File: config.mk
export PLATFORM = sky130hd
export DESIGN_NAME = lsu_datapath
export DESIGN_NICKNAME = d
export VERILOG_FILES = /design/src/rtl/lsu_pkg.sv /design/src/rtl/lsu_align.sv /design/src/rtl/lsu_datapath.sv
export SDC_FILE = /design/constraint.sdc
export NUM_CORES = 1
export LEC_CHECK = 0
export ABC_AREA = 1
export CAP_MARGIN = 20
export CORE_UTILIZATION = 48
export DETAILED_ROUTE_END_ITERATION = 6
export PLACE_DENSITY = 0.82
export SETUP_SLACK_MARGIN = 0.4
export SYNTH_ARGS = -nofsm -noshare
export SYNTH_HDL_FRONTEND = slang
export SYNTH_SLANG_ARGS = --single-unit
File: constraint.sdc
create_clock -name clk -period 2.6 [get_ports clk]
set_input_delay 0.39 -clock clk [delete_from_list [all_inputs] [get_ports clk]]
set_output_delay 0.39 -clock clk [all_outputs]
set_load 0.02 [all_outputs]
File: src/rtl/lsu_pkg.sv
// Shared types, funct3 encodings and request classification for the load/store unit.
package lsu_pkg;

    typedef enum logic [2:0] {
        IDLE,
        READ,
        WAIT,
        WRITE,
        RESP
    } lsu_state_e;

    typedef enum logic [1:0] {
        REQ_OK,
        REQ_ILLEGAL,
        REQ_MISALIGNED
    } req_class_e;

    localparam logic [2:0] F3_LB  = 3'b000;
    localparam logic [2:0] F3_LH  = 3'b001;
    localparam logic [2:0] F3_LW  = 3'b010;
    localparam logic [2:0] F3_LBU = 3'b100;
    localparam logic [2:0] F3_LHU = 3'b101;
    localparam logic [2:0] F3_SB  = 3'b000;
    localparam logic [2:0] F3_SH  = 3'b001;
    localparam logic [2:0] F3_SW  = 3'b010;

    // Size is encoded in funct3[1:0] for every legal load and store.
    function automatic req_class_e classify_req(input logic       we,
                                                input logic [2:0] funct3,
                                                input logic [1:0] addr_lo);
        logic legal;
        if (we)
            legal = (funct3 == F3_SB) || (funct3 == F3_SH) || (funct3 == F3_SW);
        else
            legal = (funct3 == F3_LB) || (funct3 == F3_LH) || (funct3 == F3_LW) ||
                    (funct3 == F3_LBU) || (funct3 == F3_LHU);
        if (!legal)
            return REQ_ILLEGAL;
        if ((funct3[1:0] == 2'b01 && addr_lo[0]) ||
            (funct3[1:0] == 2'b10 && addr_lo != 2'b00))
            return REQ_MISALIGNED;
        return REQ_OK;
    endfunction

endpackage

File: src/rtl/lsu_align.sv
// Little-endian lane handling: load extraction/extension and store lane merge.
module lsu_align
    import lsu_pkg::*;
(
    input  logic [2:0]  funct3,
    input  logic [1:0]  addr_lo,
    input  logic [31:0] mem_word,
    input  logic [31:0] store_data,
    output logic [31:0] load_data,
    output logic [31:0] merged_word
);

    logic [31:0] shifted;

    always_comb begin
        shifted = mem_word >> {addr_lo, 3'b000};
        load_data = mem_word;
        case (funct3)
            F3_LB:   load_data = {{24{shifted[7]}}, shifted[7:0]};
            F3_LH:   load_data = {{16{shifted[15]}}, shifted[15:0]};
            F3_LBU:  load_data = {24'h0, shifted[7:0]};
            F3_LHU:  load_data = {16'h0, shifted[15:0]};
            default: load_data = mem_word;
        endcase
    end

    always_comb begin
        merged_word = mem_word;
        case (funct3[1:0])
            2'b00:   merged_word[{addr_lo, 3'b000} +: 8]     = store_data[7:0];
            2'b01:   merged_word[{addr_lo[1], 4'b0000} +: 16] = store_data[15:0];
            default: merged_word = store_data;
        endcase
    end

endmodule

File: src/rtl/lsu_datapath.sv
// Load/store unit: request FSM, RAM sequencing (incl. sub-word read-modify-write) and response hold.
module lsu_datapath
    import lsu_pkg::*;
#(
    parameter int ADDRESS_WIDTH = 10,
    parameter int DATA_WIDTH    = 32
) (
    input  logic                     clk,
    input  logic                     rst,
    input  logic                     req_valid,
    output logic                     req_ready,
    input  logic                     req_we,
    input  logic [2:0]               req_funct3,
    input  logic [31:0]              req_addr,
    input  logic [DATA_WIDTH-1:0]    req_wdata,
    output logic                     resp_valid,
    input  logic                     resp_ready,
    output logic [DATA_WIDTH-1:0]    resp_rdata,
    output logic                     resp_err,
    output logic                     mem_we,
    output logic [ADDRESS_WIDTH-1:0] mem_addr,
    output logic [DATA_WIDTH-1:0]    mem_wdata,
    input  logic [DATA_WIDTH-1:0]    mem_rdata
);

    lsu_state_e               state_q, state_d;
    logic                     we_q;
    logic [2:0]               funct3_q;
    logic [ADDRESS_WIDTH+1:0] addr_q;
    logic [DATA_WIDTH-1:0]    data_q;
    logic [DATA_WIDTH-1:0]    rdata_q;
    logic                     err_q;
    logic                     accept;
    req_class_e               req_class;
    logic [DATA_WIDTH-1:0]    load_data;
    logic [DATA_WIDTH-1:0]    merged_word;
    logic                     unused_addr_hi;

    assign unused_addr_hi = ^req_addr[31:ADDRESS_WIDTH+2];

    assign accept    = req_valid && req_ready;
    assign req_class = classify_req(req_we, req_funct3, req_addr[1:0]);

    always_comb begin
        state_d = state_q;
        case (state_q)
            IDLE: begin
                if (accept) begin
                    if (req_class != REQ_OK)
                        state_d = RESP;
                    else if (req_we && req_funct3 == F3_SW)
                        state_d = WRITE;
                    else
                        state_d = READ;
                end
            end
            READ:    state_d = WAIT;
            WAIT:    state_d = we_q ? WRITE : RESP;
            WRITE:   state_d = RESP;
            RESP:    if (resp_ready) state_d = IDLE;
            default: state_d = IDLE;
        endcase
    end

    always_ff @(posedge clk) begin
        if (rst) begin
            state_q  <= IDLE;
            we_q     <= 1'b0;
            funct3_q <= '0;
            addr_q   <= '0;
            data_q   <= '0;
            rdata_q  <= '0;
            err_q    <= 1'b0;
        end else begin
            state_q <= state_d;
            if (accept) begin
                we_q     <= req_we;
                funct3_q <= req_funct3;
                addr_q   <= req_addr[ADDRESS_WIDTH+1:0];
                data_q   <= (req_class == REQ_OK && req_we) ? req_wdata : '0;
                rdata_q  <= '0;
                err_q    <= (req_class != REQ_OK);
            end
            // mem_rdata for the READ address is valid during WAIT
            if (state_q == WAIT) begin
                if (we_q)
                    data_q <= merged_word;
                else
                    rdata_q <= load_data;
            end
        end
    end

    lsu_align u_align (
        .funct3      (funct3_q),
        .addr_lo     (addr_q[1:0]),
        .mem_word    (mem_rdata),
        .store_data  (data_q),
        .load_data   (load_data),
        .merged_word (merged_word)
    );

    assign req_ready  = (state_q == IDLE) && !rst;
    assign resp_valid = (state_q == RESP);
    assign resp_rdata = rdata_q;
    assign resp_err   = err_q;
    // Gated by rst so a store caught in WRITE by reset never reaches the RAM.
    assign mem_we     = (state_q == WRITE) && !rst;
    assign mem_addr   = addr_q[ADDRESS_WIDTH+1:2];
    assign mem_wdata  = (state_q == WRITE) ? data_q : '0;

endmodule

==> results.json <==
{
  "tightest_slew_ns": 0.624,
  "cp-end-kind": "output pin",
  "status": "complete, but fails checks",
  "io_buffers": 161,
  "arrival_ns": 1.70,
  "crit_family": "buffers and inverters",
  "cap_violations": 0,
  "synth_fp_nets": 1101,
  "rr_startpoint": "addr_q[1]$_SDFFE_PP0P_",
  "synth.distinct_cells": 34,
  "ys_warn_count": 0,
  "num_rows": 40,
  "path_cells": "inv_2 -> nand3_1 -> buf_6 -> nor2_1 -> dlygate4sd2_1",
  "crit_path_start_kind": "register",
  "r2r_end": "data_q[18]$_SDFFE_PP0P_",
  "antenna_found_initial": 0,
  "cts_tree": "yes",
  "clock.fmax_mhz": 477,
  "synth_seq_cells": 84,
  "post-route-period-util_pct": 80.6,
  "cts_sinks": 84,
  "clockRootBuffer": "clkbuf_16",
  "cts.path.max_buffers": 2,
  "wl_per_cell_um": 15.6,
  "endpoint": "mem_wdata[7]",
  "grt_pass1_wl_mm": 31.4,
  "cts_hold_buf": 0,
  "first_iter_violations": 871,
  "clk_pin_slew_ns": 0.07,
  "syn_to_final_growth_pct": 30.1,
  "violations": "design-rule violations",
  "vias_per_cell": 5.59,
  "power.share.combinational_pct": 26.8,
  "finalNetCount": 1217,
  "worst-path-stages": 5,
  "drt_pass1_iterations": 7,
  "critPathSlowestCell": "dlygate4sd2_1",
  "worst_r2r_path_depth": 8,
  "avgSynthCellArea_um2": 5.98,
  "maxSlewViolCount": 0,
  "crit_required_ns": 2.21,
  "worst_path_largest_cell_delay_ns": 0.35,
  "min_period_ns": 2.09,
  "netlist_area_um2": 5930,
  "pwr-share-clk_pct": 36.1,
  "setup.worst_path.class": "reg2out",
  "vias": 7048,
  "core_area_um2": 12000,
  "initial_utilization_pct": 49.4,
  "setup_viol": 0,
  "drc": 3,
  "chipHeight_um": 113,
  "hold_ws_ns": 0.464,
  "crit_start": "state_q[2]$_SDFFE_PP0P_",
  "dieWidth_um": 113,
  "grt_setup_unrepaired": "yes",
  "dp_hpwl_mm": 14.2,
  "antenna_cells": 0,
  "grt_usage_pct": 30.7,
  "layout-drive-gt1-share_pct": 6.65,
  "wirelength_mm": 19.7,
  "ant_nets": 0,
  "hold_start": "addr_q[6]$_SDFFE_PP0P_",
  "finalSetupTns_ns": 0,
  "place_congestion": 0.980,
  "critPathBufInv": 3,
  "dieArea_um2": 12800,
  "reg2reg_slack_ns": 0.57,
  "finalHoldViolCount": 0,
  "maxSlewHeadroom_pct": 58.3,
  "power.internal_w": 0.00246,
  "power.total_w": 0.00369,
  "grt-ovfl-total": 0,
  "p_per_area_nw_per_um2": 479,
  "power.switching_w": 0.00124,
  "hp-class": "reg2reg",
  "grt_max_degree": 47,
  "switching_share_pct": 33.4,
  "numCtsBuffers": 9,
  "skew_ns": 0.00585,
  "synthCells": 992,
  "ir_worst_vdd_mv": 0.314,
  "pwr-share-seq_pct": 37.1,
  "p_leak_nw": 3.47,
  "fin_util_pct": 64.3,
  "path_max_fanout": 32,
  "seq_area_frac_synth_pct": 28.3,
  "htree_num_levels": 3,
  "clk_latency_ns": 0.34,
  "grt_pass1_vias": 6228,
  "io_pins": 182
}
## flip-flops by register name (all words and copies together) (netlist names)
register    flops
addr_q         12
funct3_q        3
we_q            1
resp_rdata     32
resp_err        1
state_q         3
data_q         32
## cell usage after synthesis, drive strengths merged
master	instances	area share, %
nor3b	1	0.13
clkbuf	23	1.5
o211ai	5	0.63
a211oi	1	0.13
nand4	16	2.2
a21oi	130	11
dfxtp	84	28
nand2	244	16
a31oi	4	0.42
nand3	83	7.1
o21bai	3	0.38
o31ai	5	0.63
nor2	94	6.4
nor4	1	0.11
o21ai	76	6.5
ha	5	1.1
o22ai	18	1.9
inv	124	7.8
buf	57	6.5
nor3	18	1.5
## worst min-delay path, cell delays in order, from the launching register on
cell	delay, ns
dfxtp_1	0.31
nand3_1	0.07
nand2_1	0.04
## worst min-delay path by stage
| stage | endpoint | slack, ns | cells after the start |
|---|---|---|---|
| finish | addr_q[6]$_SDFFE_PP0P_ | 0.46 | 2 |
| global route | addr_q[10]$_SDFFE_PP0P_ | 0.49 | 2 |
| CTS | addr_q[5]$_SDFFE_PP0P_ | 0.47 | 2 |
| detailed placement | addr_q[5]$_SDFFE_PP0P_ | 0.46 | 2 |
| global placement | addr_q[5]$_SDFFE_PP0P_ | 0.45 | 2 |
| floorplan | addr_q[10]$_SDFFE_PP0P_ | 0.44 | 2 |
## final cells by class
type                       count  area (µm²)
fill                        1197        4290
multi-input combinational    704        3320
timing repair buffer         185        1750
sequential                    84        1680
inverter                     124         473
clock buffer                   9         225
tap                          147         184
clock inverter                 7        81.3
## logic make-up (layout without fill, tap and decap cells)
logic type                 after synthesis  in the layout  share of synthesized area, %
and+or+nand+nor                        457            457                          33.2
DFF                                     84             84                          28.3
AOI/OAI and AO/OA                      242            242                          21.6
adders and majority gates                5              5                          1.05
buffers and inverters                  204            325                          15.8
## per-layer routing
layer / wire, µm / GRT usage [%] / vias to the layer above / part of all wire (%)
li1: - / - / 3438 / -
met1: 8220 / 40.9 / 3198 / 42
met2: 9090 / 49.7 / 362 / 46
met3: 1820 / 5.09 / 50 / 9.3
met4: 519 / 11.7 / 0 / 2.6
met5: 0 / 0 / - / 0
## per-stage QoR
step,worst slack (ns),instance area [µm²],instances
after floorplan,0.723,5930,992
after global placement,0.296,7410,1240
after detailed placement,0.182,7410,1240
after CTS,0.474,7680,1256
after global routing,0.387,7720,1260
final,0.505,7720,1260
## layout by cell type (no fill, tap or decap), types with 2 or more instances in the layout
master and n:
inv_2 9, nand2_4 2, inv_1 113, dfxtp_2 2
nor3_1 18, o21bai_1 3, nand4_2 2, nand3_1 82
o22ai_1 18, o31ai_1 5, nand4_1 13, o21ai_0 71
clkinvlp_4 5, nand2_1 238, o211ai_1 5, clkbuf_16 9
nor2_1 89, inv_6 2, ha_1 3, dlygate4sd2_1 30
nor2_2 2, nand2_2 4, o21ai_1 4, a21oi_1 129
clkdlybuf4s50_1 128, nor2_4 3, dfxtp_1 82, ha_2 2
buf_4 22, clkbuf_2 2, a31oi_1 4
## power by group through the flow
stage	sequential (W)	combinational, W	clock [W]
6_report	0.00137	0.000991	0.00133
5_1_grt	0.00137	0.00107	0.00139
4_1_cts	0.00137	0.000958	0.00134
3_5_place_dp	0.00140	0.000952	0
3_3_place_gp	0.00140	0.000942	0
2_1_floorplan	0.00139	0.000651	0
## what timing repair did
action | in CTS | in global routing
gates cloned | 0 | 0
resized for setup | 34 | 11
setup buffers | 0 | 3
pin swaps | 0 | 1
setup endpoints to repair | 32 | 33
(Power assumes the default switching activity.)
